===== src/rtl/cksum_engine.sv =====
// cksum_engine: Internet-style 16-bit one's-complement checksum over a byte
// field held in a 32-bit, big-endian-lane SRAM. Optionally writes the result
// back as a halfword, or checks it in verify mode.
//
// Ports
//   clk, rst                 clock, asynchronous active-high reset
//   start_i                  request (sampled in IDLE only)
//   mode_i                   0 = compute, 1 = verify
//   wb_en_i                  write result back to wb_addr_i (compute mode)
//   field_start_i            first byte address of the field
//   field_len_i              field length in bytes
//   seed_i                   initial partial sum
//   wb_addr_i                halfword write-back address (must be even)
//   sram_*                   SRAM port: word-aligned address, byte selects
//   busy_o, done_o           status
//   cksum_val_o, cksum_ok_o  result, verify pass
//   err_o                    odd write-back address requested
module cksum_engine #(
  parameter int ADDR_W = 32,
  parameter int LEN_W  = 16,
  parameter int RD_LAT = 1
) (
  input  logic              clk,
  input  logic              rst,
  input  logic              start_i,
  input  logic              mode_i,
  input  logic              wb_en_i,
  input  logic [ADDR_W-1:0] field_start_i,
  input  logic [LEN_W-1:0]  field_len_i,
  input  logic [15:0]       seed_i,
  input  logic [ADDR_W-1:0] wb_addr_i,
  output logic              sram_ce_o,
  output logic              sram_we_o,
  output logic [ADDR_W-1:0] sram_addr_o,
  output logic [3:0]        sram_sel_o,
  output logic [31:0]       sram_data_o,
  input  logic [31:0]       sram_data_i,
  output logic              busy_o,
  output logic              done_o,
  output logic [15:0]       cksum_val_o,
  output logic              cksum_ok_o,
  output logic              err_o
);

  localparam int ACC_W = 16 + LEN_W;

  typedef enum logic [2:0] {IDLE, READ, DRAIN, FOLD, SEED, WRITE, DONE} state_t;
  state_t state, state_nxt;

  logic              mode_q, wb_en_q, odd_q;
  logic [ADDR_W:0]   fstart_q, fend_q;   // one extra bit so the end never wraps
  logic [15:0]       seed_q, sum16;
  logic [ADDR_W-1:0] wb_addr_q, rd_addr, last_addr;
  logic [2:0]        drain_cnt;
  logic [ACC_W-1:0]  acc;

  // Read-return tracking: bit/entry RD_LAT-1 lines up with sram_data_i.
  logic [RD_LAT-1:0]      vld_pipe;
  logic [RD_LAT-1:0][3:0] msk_pipe;

  logic [3:0]        rd_msk;
  logic [31:0]       rd_data_m;
  logic [ACC_W-1:0]  acc_add, fold_val;
  logic [16:0]       seed_sum;
  logic [15:0]       s_fin;
  logic [ADDR_W-1:0] end_m1;
  logic              do_wb, fold_done;

  assign end_m1    = field_start_i + ADDR_W'(field_len_i) - ADDR_W'(1);
  assign do_wb     = wb_en_q & ~mode_q & ~wb_addr_q[0];
  assign fold_done = (acc[ACC_W-1:16] == '0);
  assign fold_val  = ACC_W'(acc[15:0]) + ACC_W'(acc[ACC_W-1:16]);
  assign seed_sum  = {1'b0, sum16} + {1'b0, seed_q};
  assign s_fin     = seed_sum[15:0] + {15'b0, seed_sum[16]};
  assign acc_add   = ACC_W'(rd_data_m[31:16]) + ACC_W'(rd_data_m[15:0]);

  // Byte-lane masks for the word being issued; mask bit 3 is lane 0 (data[31:24]).
  // Sums are taken on absolute halfwords; an odd start is fixed by a byte swap later.
  always_comb begin
    rd_msk    = '0;
    rd_data_m = '0;
    for (int b = 0; b < 4; b++) begin
      rd_msk[3-b] = (({1'b0, rd_addr} | (ADDR_W+1)'(b)) >= fstart_q) &&
                    (({1'b0, rd_addr} | (ADDR_W+1)'(b)) <  fend_q);
      rd_data_m[31-8*b -: 8] = msk_pipe[RD_LAT-1][3-b] ? sram_data_i[31-8*b -: 8] : 8'h00;
    end
  end

  always_ff @(posedge clk or posedge rst) begin
    if (rst) state <= IDLE;
    else     state <= state_nxt;
  end

  always_comb begin
    state_nxt   = state;
    sram_ce_o   = 1'b0;
    sram_we_o   = 1'b0;
    sram_addr_o = '0;
    sram_sel_o  = 4'b0000;
    sram_data_o = '0;
    busy_o      = 1'b1;
    done_o      = 1'b0;
    case (state)
      IDLE: begin
        busy_o = 1'b0;
        if (start_i) state_nxt = (field_len_i == '0) ? FOLD : READ;
      end
      READ: begin
        sram_ce_o   = 1'b1;
        sram_addr_o = rd_addr;
        sram_sel_o  = 4'b1111;
        if (rd_addr == last_addr) state_nxt = DRAIN;
      end
      DRAIN: if (drain_cnt == 3'(RD_LAT - 1)) state_nxt = FOLD;
      FOLD:  if (fold_done) state_nxt = SEED;
      SEED:  state_nxt = do_wb ? WRITE : DONE;
      WRITE: begin
        sram_ce_o   = 1'b1;
        sram_we_o   = 1'b1;
        sram_addr_o = {wb_addr_q[ADDR_W-1:2], 2'b00};
        sram_sel_o  = wb_addr_q[1] ? 4'b0011 : 4'b1100;
        sram_data_o = {cksum_val_o, cksum_val_o};
        state_nxt   = DONE;
      end
      DONE: begin
        busy_o = 1'b0;
        done_o = 1'b1;
        if (!start_i) state_nxt = IDLE;
      end
      default: state_nxt = IDLE;
    endcase
  end

  always_ff @(posedge clk or posedge rst) begin
    if (rst) begin
      mode_q      <= 1'b0;
      wb_en_q     <= 1'b0;
      odd_q       <= 1'b0;
      fstart_q    <= '0;
      fend_q      <= '0;
      seed_q      <= '0;
      wb_addr_q   <= '0;
      rd_addr     <= '0;
      last_addr   <= '0;
      drain_cnt   <= '0;
      acc         <= '0;
      sum16       <= '0;
      vld_pipe    <= '0;
      msk_pipe    <= '0;
      cksum_val_o <= '0;
      cksum_ok_o  <= 1'b0;
      err_o       <= 1'b0;
    end else begin
      vld_pipe[0] <= (state == READ);
      msk_pipe[0] <= rd_msk;
      for (int i = 1; i < RD_LAT; i++) begin
        vld_pipe[i] <= vld_pipe[i-1];
        msk_pipe[i] <= msk_pipe[i-1];
      end
      if (vld_pipe[RD_LAT-1]) acc <= acc + acc_add;

      case (state)
        IDLE: if (start_i) begin
          mode_q    <= mode_i;
          wb_en_q   <= wb_en_i;
          odd_q     <= field_start_i[0];
          fstart_q  <= {1'b0, field_start_i};
          fend_q    <= {1'b0, field_start_i} + (ADDR_W+1)'(field_len_i);
          seed_q    <= seed_i;
          wb_addr_q <= wb_addr_i;
          rd_addr   <= {field_start_i[ADDR_W-1:2], 2'b00};
          last_addr <= {end_m1[ADDR_W-1:2], 2'b00};
          acc       <= '0;
        end
        READ: begin
          if (rd_addr != last_addr) rd_addr <= rd_addr + ADDR_W'(4);
          drain_cnt <= '0;
        end
        DRAIN: drain_cnt <= drain_cnt + 3'd1;
        FOLD: begin
          if (!fold_done)  acc   <= fold_val;
          else if (odd_q)  sum16 <= {acc[7:0], acc[15:8]};
          else             sum16 <= acc[15:0];
        end
        SEED: begin
          cksum_val_o <= ~s_fin;
          cksum_ok_o  <= mode_q && (s_fin == 16'hFFFF);
          err_o       <= wb_en_q & wb_addr_q[0];
        end
        DONE: if (!start_i) err_o <= 1'b0;
        default: ;
      endcase
    end
  end

endmodule

===== config.mk =====
export PLATFORM = sky130hd
export DESIGN_NAME = cksum_engine
export DESIGN_NICKNAME = d
export VERILOG_FILES = /design/src/rtl/cksum_engine.sv
export SDC_FILE = /design/constraint.sdc
export NUM_CORES = 1
export LEC_CHECK = 0
export CORE_MARGIN = 4
export CORE_UTILIZATION = 40
export CTS_CLUSTER_DIAMETER = 50
export DETAILED_ROUTE_END_ITERATION = 8
export HOLD_SLACK_MARGIN = 0.05
export PLACE_DENSITY_LB_ADDON = 0.3
export SLEW_MARGIN = 20
export SYNTH_ARGS = -nofsm -noshare
export SYNTH_HDL_FRONTEND = slang
export SYNTH_SLANG_ARGS = --single-unit

===== constraint.sdc =====
create_clock -name clk -period 17.35 [get_ports clk]
set_input_delay 3.47 -clock clk [delete_from_list [all_inputs] [get_ports clk]]
set_output_delay 3.47 -clock clk [all_outputs]
set_load 0.05 [all_outputs]

### Yosys cells after proc, flatten, opt, wreduce, memory -nomap -nowiden

Cells that the tools add are included.

* output and inout bits: 90
* input bits: 133
* bits in registers: 255
* logic and storage cells: 107

* reduce and logical (&&, ||, !) cells: 19
* muxes and demuxes: 31
* eq/ne operators: 15
* magnitude comparators: 8
* bitwise operators: 6
* add/sub/neg operators: 10

Operators with widths (number)
* $mux W32: 6
* $pmux W32 S2: 3
* $lt A32 B33 Y1: 4
* $ge A32 B32 Y1: 4
* $add A16 B16 Y17: 3
* $add A32 B16 Y33: 1
* $add A32 B16 Y32: 1
* $add A32 B17 Y32: 1
* $add A32 B3 Y32 const B: 1
* $eq A32 B32 Y1: 1
* $logic_not A16 Y1: 2
* $mux W8: 4
* $ne A32 B32 Y1: 1
* $sub A32 B1 Y32 const B: 1
* $pmux W3 S7: 1
* $add A16 B1 Y16: 1
* $eq A16 B16 Y1 const B: 1
* $mux W16: 1
* $not A16 Y16: 1
* $mux W3: 5
* $ne A2 B2 Y1 const B: 5
* $eq A3 B3 Y1 const B: 3
* $pmux W4 S2: 1
* $eq A3 B2 Y1 const B: 2
* other kinds (17): 35

### Logic depth before layout (Yosys ltp)

Gate-level depths: netlist of the first run.

* depth after elaboration: 6
* depth in mapped cells: 21
* depth with buffers taken out: 21

### Worst setup path after synthesis of the first run

Ideal clock, no wire load.

* path type: input to register
* start: input port sram_data_i[1]
* end: register acc[31]
* data arrival time: 6.426 ns
* stages: 16
* path slack: 10.792 ns
* library setup time: 0.132 ns
* required time: 17.218 ns
* path buffers: 0
* cell sequence: nand2_1 fa_1 inv_1 ha_1 inv_1 fa_1 nor2b_1 o21ai_1 nand2b_1 a2111o_1 a211o_1 o311a_1 o31ai_4 a21oi_1 xnor2_1 nor2_1

* longest elaborated chain between the ends: 6
* elaborated cells on any way between the ends: 7
* those cells by class: 2 x add/sub; 5 x mux

RTL lines
* start, declared: line 37 `input logic [31:0] sram_data_i,`
* $mux W8 (*): line 85 `rd_data_m[31-8*b -: 8] = msk_pipe[RD_LAT-1][3-b] ? sram_data_i[31-8*b -: 8] : 8'h00;`
* $add A16 B16 Y17 (*): line 75 `assign acc_add = ACC_W'(rd_data_m[31:16]) + ACC_W'(rd_data_m[15:0]);`
* $add A32 B17 Y32 (*): line 160 `if (vld_pipe[RD_LAT-1]) acc <= acc + acc_add;`
* $mux W32 (*): line 160
* $mux W32 (on tied branches): line 181, 163
* $pmux W32 S2 (*): line 162 `case (state)`
* end signal, assigned: line 160
* end signal, assigned: line 181 `if (!fold_done) acc <= fold_val;`
* end, declared: line 55 `logic [ACC_W-1:0] acc;`

Mark *: on every way between the ends. The rest lies on a longest branch, timed or not.
A chain may end at the register's enable or synchronous reset.

### Worst setup path after layout of the first run

* start: register state[1]
* end: output port sram_data_o[21]

* longest elaborated chain between the ends: 2

RTL lines
* start, declared: line 48 `state_t state, state_nxt;`
* start signal, assigned: line 91 `else state <= state_nxt;`
* $eq A3 B3 Y1: line 103 `case (state)`
* $mux W32: line 103
* end, declared: line 36 `output logic [31:0] sram_data_o,`

Every way passes these cells.

==> results of run 1 <==
==> registers in the layout, summed over array words and instances (netlist names) <==
name,count
cksum_ok_o,1
err_o,1
mode_q,1
drain_cnt,3
state,3
cksum_val_o,16
vld_pipe,1
rd_addr,30
fstart_q,32
wb_addr_q,32
fend_q,33
msk_pipe,4
sum16,16
seed_q,16
acc,32
wb_en_q,1
last_addr,30
==> worst register-to-register path: stages (launching register included) <==
cell	delay (ns)
sky130_fd_sc_hd__dfrtp_1	0.37
sky130_fd_sc_hd__ha_1	0.17
sky130_fd_sc_hd__inv_1	0.05
sky130_fd_sc_hd__fa_1	0.39
sky130_fd_sc_hd__and2b_1	0.25
sky130_fd_sc_hd__o221a_2	0.24
sky130_fd_sc_hd__o21a_1	0.15
sky130_fd_sc_hd__o311a_1	0.19
sky130_fd_sc_hd__o21ai_0	0.11
sky130_fd_sc_hd__a21oi_1	0.21
sky130_fd_sc_hd__o21ai_0	0.10
sky130_fd_sc_hd__nand2b_1	0.09
sky130_fd_sc_hd__ha_1	0.17
sky130_fd_sc_hd__nand3_1	0.11
sky130_fd_sc_hd__nor3_1	0.53
sky130_fd_sc_hd__nand3_1	0.36
sky130_fd_sc_hd__nor3_2	0.29
sky130_fd_sc_hd__nand3_1	0.11
sky130_fd_sc_hd__xnor3_1	0.24
sky130_fd_sc_hd__mux2_2	0.28
==> where the power goes <==
| part | leakage, uW | switching (uW) | internal (uW) |
|---|---|---|---|
| Sequential | 0.00312 | 317 | 849 |
| Combinational | 0.00696 | 1450 | 941 |
| Clock | 0.000658 | 307 | 502 |
==> cell families after synthesis <==
group	count (synthesis)	synth area share, %
simple gates	774	18.7
compound gates	540	17.3
flops	252	33.1
xor+xnor	147	6.87
buf+inv	281	5.93
fa+ha+maj	212	14.7
mux	63	3.35
other cells	1	0.0197
==> worst min-delay path by stage <==
stage,to,slack (ns),cells past startpoint
floorplan,wb_addr_q[10],0.45,2
global placement,wb_addr_q[12],0.46,2
detailed placement,wb_addr_q[30],0.46,2
CTS,wb_addr_q[22],0.47,2
global route,wb_addr_q[17],0.49,2
finish,wb_addr_q[30],0.47,2
==> metrics by stage <==
step / utilization, % / worst slack (ns)
after global routing: 49.1 / 10.21
after CTS: 49.1 / 10.41
final: 49.1 / 10.42
after floorplan: - / 6.95
after global placement: 46.3 / 9.98
after detailed placement: 46.3 / 9.90
==> per-layer routing <==
layer  GRT usage (%)  wire length [um]
met1            30.1             25800
met2            37.5             27100
met3            3.09              3220
met4            5.81              1210
met5               0                13
==> cell usage in the layout (no fill, tap or decap), drive strengths merged, types with 13 or more instances in the layout <==
| master | n |
|---|---|
| and3 | 39 |
| clkdlybuf4s50 | 220 |
| mux2i | 57 |
| o31ai | 13 |
| o21ai | 182 |
| dfrtp | 252 |
| inv | 180 |
| xor2 | 47 |
| nand4 | 32 |
| xnor2 | 99 |
| o22ai | 26 |
| nor3 | 29 |
| nor4 | 14 |
| nor2b | 18 |
| nor2 | 148 |
| nand2b | 13 |
| nand2 | 354 |
| nand3 | 49 |
| ha | 191 |
| clkinv | 16 |
| a21o | 60 |
| clkbuf | 49 |
| a21oi | 155 |
| and2 | 35 |
| fa | 21 |
| o21a | 14 |
==> final cells by class <==
| type | count | area (sq um) | area share [%] |
|---|---|---|---|
| clock buffers | 49 | 1110 | 4.81 |
| clock inverters | 24 | 239 | 1.04 |
| inverters | 179 | 679 | 2.95 |
| multi-input cells | 1738 | 11600 | 50.6 |
| flip-flops and latches | 252 | 6310 | 27.4 |
| well taps | 607 | 759 | 3.30 |
| repair buffers | 231 | 2290 | 9.94 |
==> impl_summary.log, run 1 <==
[metrics] global-route usage over all layers: ~22%
[metrics] critical-path cell with the highest stage delay: sky130_fd_sc_hd__clkdlybuf4s50_1
[metrics] RePlAce Congestion: 0.928
[metrics] antenna cells: 0
[metrics] clock tree from TritonCTS: done
[metrics] most frequent cells after synthesis: sky130_fd_sc_hd__nand2_1, sky130_fd_sc_hd__dfrtp_1, sky130_fd_sc_hd__ha_1
[metrics] final-layout fill cell count: between 4,000 and 5,000
[metrics] Area after DPL: 0.0217 sq mm
[metrics] master cell of the clock root buffer: sky130_fd_sc_hd__clkbuf_16
[metrics] sequential cell area fraction in the yosys report: about a third
[metrics] #FFs+latches synth: approximately 250
[metrics] instance count of the mapped netlist: approximately 2,300
[metrics] clock sink count: about 250
[metrics] number of buffers inserted for hold repair after clock tree synthesis: 0
[metrics] internal reg-to-reg setup slack: around 13 ns
[metrics] Max IR drop VDD: a little over 0.00009 V
[metrics] FF-to-FF path depth: 19
[metrics] drt wl/cell: around 19 um
[metrics] number of global-route vias before repair: between 15,000 and 20,000
[metrics] number of hold-slack violations in the final timing report: 0
[metrics] ratio of final minimum period to clock period: 39.9%
[metrics] Finish-stage setup viols: 0
[metrics] sum of overflow across all layers after global routing: 0
[metrics] number of placement rows: 79
[metrics] detailed-routing iteration count for the pre-antenna-repair pass: 5
[metrics] Post-synth top flop: sky130_fd_sc_hd__dfrtp_1
[metrics] floorplan die height: between 200 and 250 um
[metrics] Worst Path Arrival: between 3 and 4 ns
[metrics] number of vias per cell: around 5.4
[metrics] largest fanout of any net on the critical path: 35
[metrics] number of buffers created by CTS: 40
[metrics] count of cells resized by post-cts repair: 0
[metrics] Placed Cells incl. Taps: approximately 3,000
[metrics] highest cell delay on the worst timing path: between 0.7 and 0.8 ns
[metrics] most area-consuming cells after synthesis: sky130_fd_sc_hd__dfrtp_1, sky130_fd_sc_hd__ha_1, sky130_fd_sc_hd__nand2_1
[metrics] count of cell instances traversed by the critical path: 6
[metrics] largest buffer count on any clock path: 3
[metrics] hpwl dp: 42.7 mm
[metrics] residual DRC count: 0
[metrics] clock-pin transition on the worst setup and hold timing paths: around 0.050 ns
[metrics] ordered list of cells on the worst path: clkinv_1 -> nand2_2 -> buf_4 -> inv_1 -> and3_1 -> clkdlybuf4s50_1
[metrics] worst setup skew after layout: about 0.038 ns
[metrics] origin of the worst min-delay path: wb_addr_q[30]
[metrics] Core Region: 0.0469 sq mm
[metrics] last element of the critical path: sram_data_o[21]
[metrics] cell type with the highest aggregate area in the netlist: sky130_fd_sc_hd__dfrtp_1
[metrics] clock latency reported for the late side of the worst-skew pair: between 0.5 and 0.6 ns
[metrics] number of synthesized flops with an enable pin: 0
[metrics] Worst Setup End Kind: output pin
[metrics] Design Power: between 4000 and 5000 uW
[metrics] endpoint required time on the critical path: ~14 ns
[metrics] RSZ-0062 raised after global routing: no
[metrics] count of vias placed by the detailed router: 16,700
[metrics] Fmax: 0.144 GHz
[metrics] average cell area after synthesis: 8.39 sq um
[metrics] family with the most delay on the worst path: buffers and inverters
[metrics] Yosys warning count: 0
[metrics] final count of pins violating max slew: 0
[metrics] Buf+Inv Stages, Crit Path: 4
[metrics] Leak Pwr: around 0.011 uW
[metrics] Die Footprint: just over 0.05 sq mm
[metrics] antenna-violating nets left: 0
[metrics] count leader, synth: sky130_fd_sc_hd__nand2_1
[metrics] Synth cell types: 80
[metrics] Nets: 2,787
[metrics] die outline width: ~230 um
[metrics] class of the worst hold path: flop to flop
[metrics] category of the critical setup timing path: flop to output pin
[metrics] Finished Layout Cells: roughly 3,100
[metrics] overall routed net length: about 57 mm
[metrics] initial antenna violation count: 1
[metrics] share of flip-flops with an asynchronous set or reset after synthesis: 100%
[metrics] Initial Utilization: between 40% and 50%
[metrics] port buffer count: 220
[metrics] number of max-capacitance violations reported: 0
[metrics] I/O pin total: approximately 220
[metrics] share of Yosys cell area claimed by the top area cell type: about 33%
[metrics] final worst hold slack: ~0.47 ns
[metrics] largest net degree at the start of global routing: approximately 120
[metrics] fraction of final layout cells sized beyond drive strength 1: under 10%
[metrics] wire length of the first global-routing pass: around 91 mm
[metrics] # Post-CTS Setup Buffers: 0
[metrics] crit path time final: between 6 and 7 ns
[metrics] reg-to-reg critical path startpoint: sum16[0]
[metrics] terminus of the critical flop-to-flop path: cksum_val_o[15]
[metrics] Layout Area Growth over Synthesis: 20.8%
[metrics] Worst Max-Slew Pin Slew: between 1 and 1.5 ns
[metrics] post-synth design cell area: ~0.019 sq mm
[metrics] worst slew slack as a fraction of its limit: between 20 and 30%
[metrics] Setup crit start kind: flop
[metrics] Clock H-tree levels: 2
[metrics] post-route design area: between 0.02 and 0.025 sq mm
[metrics] sum of negative setup slack: 0 ns
[metrics] startpoint of the most critical setup path: state[1]
[metrics] status: completed
[metrics] power density of the placed cells: about 190 mW/mm^2
[metrics] starting DRC count in detailed routing: roughly 1,100
Note: power is estimated with default switching activity, not from simulation.
==> inputs of run 2 (changes only) <==
==> constraint.sdc (replaced) <==
create_clock -name clk -period 6.5 [get_ports clk]
set_input_delay 1.3 -clock clk [delete_from_list [all_inputs] [get_ports clk]]
set_output_delay 1.3 -clock clk [all_outputs]
set_load 0.05 [all_outputs]
==> run 2 against run 1 <==
Net effect:
- register-to-register slack worse by 11 ns
- clock skew is 0.020 ns lower
- largest power group unchanged
- sequential power grew to 2.7 times the previous value
- highest routed layer is now met4
- cell count hardly changed
- count of clock-buffer cells in the layout is 2 lower
- first-iteration DRC count is 3.1% higher
- sequential cell count stayed put
- total power grew to 2.7 times the previous value
- die area stayed put
==> impl_summary.log, run 2 (synthesized netlist as in run 1, its figures left out) <==
[metrics] port buffer count: 220 (unchanged)
[metrics] residual DRC count: 0 (unchanged)
[metrics] Layout Area Growth over Synthesis: 20.9% (about the same)
[metrics] floorplan die height: 226 um (unchanged)
[metrics] number of max-capacitance violations reported: 0 (unchanged)
[metrics] clock sink count: 252 (unchanged)
[metrics] Clock H-tree levels: 2 (unchanged)
[metrics] number of placement rows: 79 (unchanged)
[metrics] Fmax: ~0.21 GHz
[metrics] sum of overflow across all layers after global routing: 0 (unchanged)
[metrics] worst setup skew after layout: 0.0184 ns (-0.0195 ns)
[metrics] most common cell after layout, fill and taps aside: sky130_fd_sc_hd__nand2_1
[metrics] final worst hold slack: 0.469 ns (-0.000132 ns)
[metrics] RePlAce Congestion: 0.917 (-1.2%)
[metrics] ratio of final minimum period to clock period: 73.3%
[metrics] Worst Setup End Kind: output pin
[metrics] number of buffers inserted for hold repair after clock tree synthesis: 0 (unchanged)
[metrics] class of the worst hold path: flop to flop
[metrics] largest buffer count on any clock path: 3 (unchanged)
[metrics] endpoint required time on the critical path: 5.20 ns (-8.68 ns)
[metrics] fraction of final layout cells sized beyond drive strength 1: 4.65% (unchanged)
[metrics] worst slew slack as a fraction of its limit: 29.7% (+1.7 points)
[metrics] register area: 0.00631 sq mm (unchanged)
[metrics] overall routed net length: 57.2 mm (-0.22%)
[metrics] global-route usage over all layers: 22.2% (about the same)
[metrics] most frequent cells in the layout: sky130_fd_sc_hd__nand2_1, sky130_fd_sc_hd__dfrtp_1, sky130_fd_sc_hd__clkdlybuf4s50_1
[metrics] RSZ-0062 raised after global routing: no
[metrics] critical-path cell with the highest stage delay: sky130_fd_sc_hd__clkdlybuf4s50_1
[metrics] largest net degree at the start of global routing: 147 (+20%)
[metrics] count of cells resized by post-cts repair: 0 (unchanged)
[metrics] Worst Path Arrival: 3.46 ns (about the same)
[metrics] starting DRC count in detailed routing: 1,114 (+3.1%)
[metrics] Most flops, register: fend_q
[metrics] Worst Max-Slew Pin Slew: 1.06 ns (-0.0252 ns)
[metrics] detailed-routing iteration count for the pre-antenna-repair pass: 5 (unchanged)
[metrics] count of vias placed by the detailed router: 16,700 (-0.23%)
[metrics] antenna-violating nets left: 0 (unchanged)
[metrics] largest fanout of any net on the critical path: 35 (unchanged)
[metrics] # Post-CTS Setup Buffers: 0 (unchanged)
[metrics] number of buffers created by CTS: 41 (+2.5%)
[metrics] I/O pin total: 223 (unchanged)
[metrics] initial antenna violation count: 0 (-1)
[metrics] clock tree from TritonCTS: done
[metrics] hpwl dp: 42.6 mm (-0.20%)
[metrics] Leak Pwr: 0.0107 uW (about the same)
[metrics] ordered list of cells on the worst path: clkinv_1 -> nand2_1 -> buf_4 -> inv_1 -> and3_1 -> clkdlybuf4s50_1
[metrics] number of global-route vias before repair: 16,900 (+1.1%)
[metrics] Max IR drop VDD: 0.000303 V (+230%)
[metrics] Finish-stage setup viols: 0 (unchanged)
[metrics] power density of the placed cells: 506 mW/mm^2 (+170%)
[metrics] number of vias per cell: 5.40 (-0.29%)
[metrics] sum of negative setup slack: 0 ns (unchanged)
[metrics] Core Region: 0.0469 sq mm (unchanged)
[metrics] highest cell delay on the worst timing path: 0.71 ns (about the same)
[metrics] Nets: 2,789 (+0.072%)
[metrics] Initial Utilization: 40.7% (unchanged)
[metrics] master cell of the clock root buffer: sky130_fd_sc_hd__clkbuf_16
[metrics] wire length of the first global-routing pass: 90.9 mm (+0.16%)
[metrics] final-layout fill cell count: 4,517 (-1.2%)
[metrics] crit path time final: 4.76 ns
[metrics] status: completed
[metrics] number of hold-slack violations in the final timing report: 0 (unchanged)
[metrics] clock latency reported for the late side of the worst-skew pair: 0.55 ns (-0.02 ns)
[metrics] category of the critical setup timing path: flop to output pin
[metrics] clock-pin transition on the worst setup and hold timing paths: 0.05 ns (about the same)
[metrics] die outline width: 226 um (unchanged)
[metrics] number of flip-flops under the largest register name: 33 (unchanged)
[metrics] drt wl/cell: 18.5 um (-0.28%)
[metrics] final count of pins violating max slew: 0 (unchanged)
[metrics] area of combinational cells with multiple inputs: 0.0116 sq mm (about the same)
[metrics] Setup crit start kind: flop
[metrics] Die Footprint: 0.0512 sq mm (unchanged)
[run 2: changes by cell type in the layout (fill, tap and decap cells not counted), moves of 2 or more]
cell                         previous run  this run
sky130_fd_sc_hd__clkinvlp_4             4         7
sky130_fd_sc_hd__inv_6                  2         5
sky130_fd_sc_hd__clkinv_2              10         8
sky130_fd_sc_hd__clkinv_4               4         2
sky130_fd_sc_hd__diode_2                0         2
[run 2: through the flow]
stage	total power (uW)	cell area [sq um]	utilization [%]	cells	setup slack [ns]
after CTS	11800	23000	49.2	3080	1.69
after detailed placement	9500	21700	46.3	3008	1.24
after global placement	9360	21700	46.3	3008	1.29
final	11700	23000	49.2	3082	1.74
after global routing	12600	23000	49.2	3080	1.53
after floorplan	7510	19100	-	2271	1.88
[run 2: per-layer routing]
| metal | routed length (um) | up-vias | GRT usage (%) |
|---|---|---|---|
| met2 | 26700 | 468 | 37.0 |
| met3 | 3380 | 111 | 3.25 |
| met4 | 1580 | 0 | 7.01 |
| li1 | - | 8149 | - |
| met1 | 25500 | 7930 | 29.9 |
| met5 | 0 | - | 0 |
[run 2: final timing paths]
| path | from | end | slack [ns] | cells past startpoint |
|---|---|---|---|---|
| worst max-delay path | state[1] | sram_data_o[19] | 1.74 | 6 |
| worst min-delay path | wb_addr_q[30] | wb_addr_q[30] | 0.47 | 2 |
| worst max register to register | seed_q[0] | cksum_val_o[15] | 1.93 | 19 |
| worst min register to register | wb_addr_q[30] | wb_addr_q[30] | 0.47 | 2 |
| max in group asynchronous | rst | fend_q[22] | 4.27 | 3 |
| min in group asynchronous | rst | wb_addr_q[5] | 1.07 | 2 |
[run 2: power breakdown]
part	total, uW	switching (uW)	internal, uW	leakage, uW
registers	3130	865	2270	0.00312
clock network	2180	827	1360	0.000650
logic	6340	3830	2510	0.00696
total	11700	5520	6130	0.0107
[run 2: final cells by class]
class / count / area share [%]
multi-input cells: 1738 / 50.5
inverters: 179 / 2.93
flip-flops and latches: 252 / 27.4
repair buffers: 232 / 10.0
diodes: 2 / 0.0217
clock buffers: 47 / 4.68
clock inverters: 25 / 1.16
well taps: 607 / 3.30
[run 2: critical path: cells and delay by family (launching register included)]
| family | cells | cell delay (ns) |
|---|---|---|
| simple gates | 2 | 0.48 |
| buf+inv | 4 | 1.86 |
| flops | 1 | 0.56 |
==> inputs of run 3 (changes only) <==
==> constraint.sdc (replaced) <==
create_clock -name clk -period 5 [get_ports clk]
set_input_delay 1 -clock clk [delete_from_list [all_inputs] [get_ports clk]]
set_output_delay 1 -clock clk [all_outputs]
set_load 0.05 [all_outputs]
==> run 3 against run 2 <==
Net effect:
- clock skew rose by 0.014 ns
- critical path type is now flop to flop
- first-iteration DRC count rose by 19%
- sequential cell count did not move
==> impl_summary.log, run 3 (synthesized netlist as in run 1, its figures left out) <==
[metrics] status: completed
[metrics] origin of the worst min-delay path: wb_addr_q[24]
[metrics] largest net degree at the start of global routing: 146 (-0.68%)
[metrics] sw frac: 47.2% (-0.20 points)
[metrics] number of global-route vias before repair: 16,800 (-1.0%)
[metrics] antenna cells: 0 (-2)
[metrics] crit path time final: 4.56 ns
[metrics] number of buffers inserted for hold repair after clock tree synthesis: 0 (unchanged)
[metrics] Initial Utilization: 40.7% (unchanged)
[metrics] sequential group share of total power: 26.6% (-0.3 points)
[metrics] number of max-capacitance violations reported: 0 (unchanged)
[metrics] Worst Setup End Kind: flop
[metrics] Core Region: 0.0469 sq mm (unchanged)
[metrics] most common cell after layout, fill and taps aside: sky130_fd_sc_hd__nand2_1
[metrics] most frequent cells in the layout: sky130_fd_sc_hd__nand2_1, sky130_fd_sc_hd__dfrtp_1, sky130_fd_sc_hd__clkdlybuf4s50_1
[metrics] Most flops, register: fend_q
[metrics] largest buffer count on any clock path: 3 (unchanged)
[metrics] global-route usage over all layers: 22.3% (+0.16 points)
[metrics] endpoint required time on the critical path: 5.43 ns (+0.23 ns)
[metrics] most frequent cell on the critical path: sky130_fd_sc_hd__nand3_1
[metrics] number of placement rows: 79 (unchanged)
[metrics] clock-pin transition on the worst setup and hold timing paths: 0.06 ns (about the same)
[metrics] Design Power: 15,300 uW (+31%)
[metrics] residual DRC count: 0 (unchanged)
[metrics] Setup crit start kind: flop
[metrics] RSZ-0062 raised after global routing: no
[metrics] hpwl dp: 42.7 mm (+0.36%)
[metrics] number of hold-slack violations in the final timing report: 0 (unchanged)
[metrics] floorplan die height: 226 um (unchanged)
[metrics] Worst Max-Slew Pin Slew: 1.02 ns (-0.0389 ns)
[metrics] clock sink count: 252 (unchanged)
[metrics] internal portion of total power: 8070 uW (+32%)
[metrics] worst setup skew after layout: 0.0325 ns (+0.0141 ns)
[metrics] port buffer count: 220 (unchanged)
[metrics] # Post-CTS Setup Buffers: 0 (unchanged)
[metrics] reg-to-reg critical path startpoint: sum16[0]
[metrics] highest cell delay on the worst timing path: 0.50 ns (-0.21 ns)
[metrics] number of vias per cell: 5.48 (+1.4%)
[metrics] final count of pins violating max slew: 0 (unchanged)
[metrics] Clock H-tree levels: 2 (unchanged)
[metrics] Worst Path Arrival: 4.99 ns (+1.53 ns)
[metrics] Buf+Inv Stages, Crit Path: 1 (-3)
[metrics] worst slew slack as a fraction of its limit: 31.6% (+2.0 points)
[metrics] clock tree from TritonCTS: done
[metrics] wl on met1: 25.8 mm (+1.2%)
[metrics] Fmax: ~0.22 GHz
[metrics] critical-path cell with the highest stage delay: sky130_fd_sc_hd__nor3_1
[metrics] ordered list of cells on the worst path: ha_1 -> inv_1 -> fa_1 -> and2b_1 -> o221a_2 -> o21a_1 -> o311a_1 -> o21ai_0 -> a21oi_1 -> o21ai_0 -> nand2b_1 -> ha_1 -> nand3_1 -> nor3_1 -> nand3_1 -> nor3_2 -> nand3_1 -> xnor3_1 -> mux2_2
[metrics] power density of the placed cells: 660 mW/mm^2 (+31%)
[metrics] Area after DPL: 0.0218 sq mm (+0.35%)
[metrics] Leak Pwr: 0.0108 uW (+0.56%)
[metrics] number of buffers created by CTS: 40 (-2.4%)
[metrics] clock latency reported for the late side of the worst-skew pair: 0.57 ns (+0.02 ns)
[metrics] die outline width: 226 um (unchanged)
[metrics] category of the critical setup timing path: flop to flop
[metrics] overall routed net length: 57.8 mm (+1.0%)
[metrics] starting DRC count in detailed routing: 1,322 (+19%)
[metrics] startpoint of the most critical setup path: sum16[0]
[metrics] highest metal layer with signal wires: met4
[metrics] switching power total: 7210 uW (+31%)
[metrics] Finish-stage setup viols: 0 (unchanged)
[metrics] ratio of final minimum period to clock period: 91.2%
[metrics] initial antenna violation count: 1 (+1)
[metrics] RePlAce Congestion: 0.918 (about the same)
[metrics] fraction of final layout cells sized beyond drive strength 1: 4.68% (+0.029 points)
[metrics] count of vias placed by the detailed router: 16,900 (+1.5%)
[metrics] Max IR drop VDD: 0.000317 V (+4.8%)
[metrics] clock power share: 19.1% (+0.4 points)
[metrics] class of the worst hold path: flop to flop
[metrics] Nets: 2,793 (+0.14%)
[metrics] sum of negative setup slack: 0 ns (unchanged)
[metrics] family with the most delay on the worst path: simple AND/OR/NAND/NOR gates
[metrics] master cell of the clock root buffer: sky130_fd_sc_hd__clkbuf_16
[metrics] wire length of the first global-routing pass: 91.5 mm (+0.60%)
[metrics] drt wl/cell: 18.7 um (+0.92%)
[metrics] count of cells resized by post-cts repair: 0 (unchanged)
[metrics] antenna-violating nets left: 0 (unchanged)
[metrics] I/O pin total: 223 (unchanged)
[metrics] number of flip-flops under the largest register name: 33 (unchanged)
[metrics] final-layout fill cell count: 4,528 (+0.24%)
[metrics] detailed-routing iteration count for the pre-antenna-repair pass: 5 (unchanged)
[metrics] largest fanout of any net on the critical path: 6 (-83%)
[metrics] combinational fraction of design power: 54.3% (about the same)
[metrics] Detail Route met3 WL: 3.31 mm (-2.3%)
[metrics] sum of met2 wire segment lengths after detailed routing: 27.1 mm (+1.4%)
[metrics] post-route design area: 0.0231 sq mm (+0.46%)
[metrics] Die Footprint: 0.0512 sq mm (unchanged)
[metrics] Layout Area Growth over Synthesis: 21.4%
[metrics] sum of overflow across all layers after global routing: 0 (unchanged)
## run 3: changes by cell type in the layout (fill, tap and decap cells not counted), sizes merged
cell / previous run / this run
clkinv: 11 / 5
inv: 182 / 188
buf: 12 / 17
clkbuf: 47 / 52
clkinvlp: 7 / 2
diode: 2 / 0
bufinv: 4 / 5
## run 3: path summary, 6_finish.rpt
kind / endpoint / slack [ns] / cells after the start
min: wb_addr_q[24] / 0.47 / 2
max: cksum_val_o[15] / 0.44 / 19
max reg2reg: cksum_val_o[15] / 0.44 / 19
min reg2reg: wb_addr_q[24] / 0.47 / 2
max in group asynchronous: state[2] / 3.20 / 3
min in group asynchronous: wb_addr_q[4] / 0.95 / 3
## run 3: cell type report
cell class	instances	area [sq um]	area share (%)
multi-input combinational	1738	11600	50.3
timing repair buffer	237	2380	10.3
clock inverter	21	284	1.23
sequential	252	6310	27.3
clock buffer	52	1100	4.74
inverter	179	676	2.92
tap	607	759	3.28
## run 3: per-stage QoR
stage | worst slack [ns] | cells | utilization [%] | hold WS [ns]
floorplan | 0.684 | 2271 | - | 0.445
global placement | 0.128 | 3013 | 46.4 | 0.457
detailed placement | 0.0636 | 3013 | 46.4 | 0.463
CTS | 0.472 | 3086 | 49.4 | 0.474
global route | 0.0338 | 3086 | 49.4 | 0.489
finish | 0.442 | 3086 | 49.4 | 0.472
## run 3: power by group through the flow
stage	Sequential, uW	Combinational, uW	Clock (uW)
floorplan	3750	6010	0
global placement	4050	8140	0
detailed placement	4090	8310	0
CTS	4060	8370	2990
global route	4180	9230	3070
finish	4060	8300	2930
## run 3: tightest hold or removal path, delay by kind of cell, from the launching register on
family	cells	cell delay [ns]
and+or+nand+nor	2	0.11
DFF	1	0.33
## run 3: routing by layer
layer | GRT usage, % | vias to the layer above
li1 | - | 8155
met1 | 30.6 | 8127
met2 | 37.1 | 521
met3 | 2.80 | 104
met4 | 6.91 | 0
met5 | 0 | -
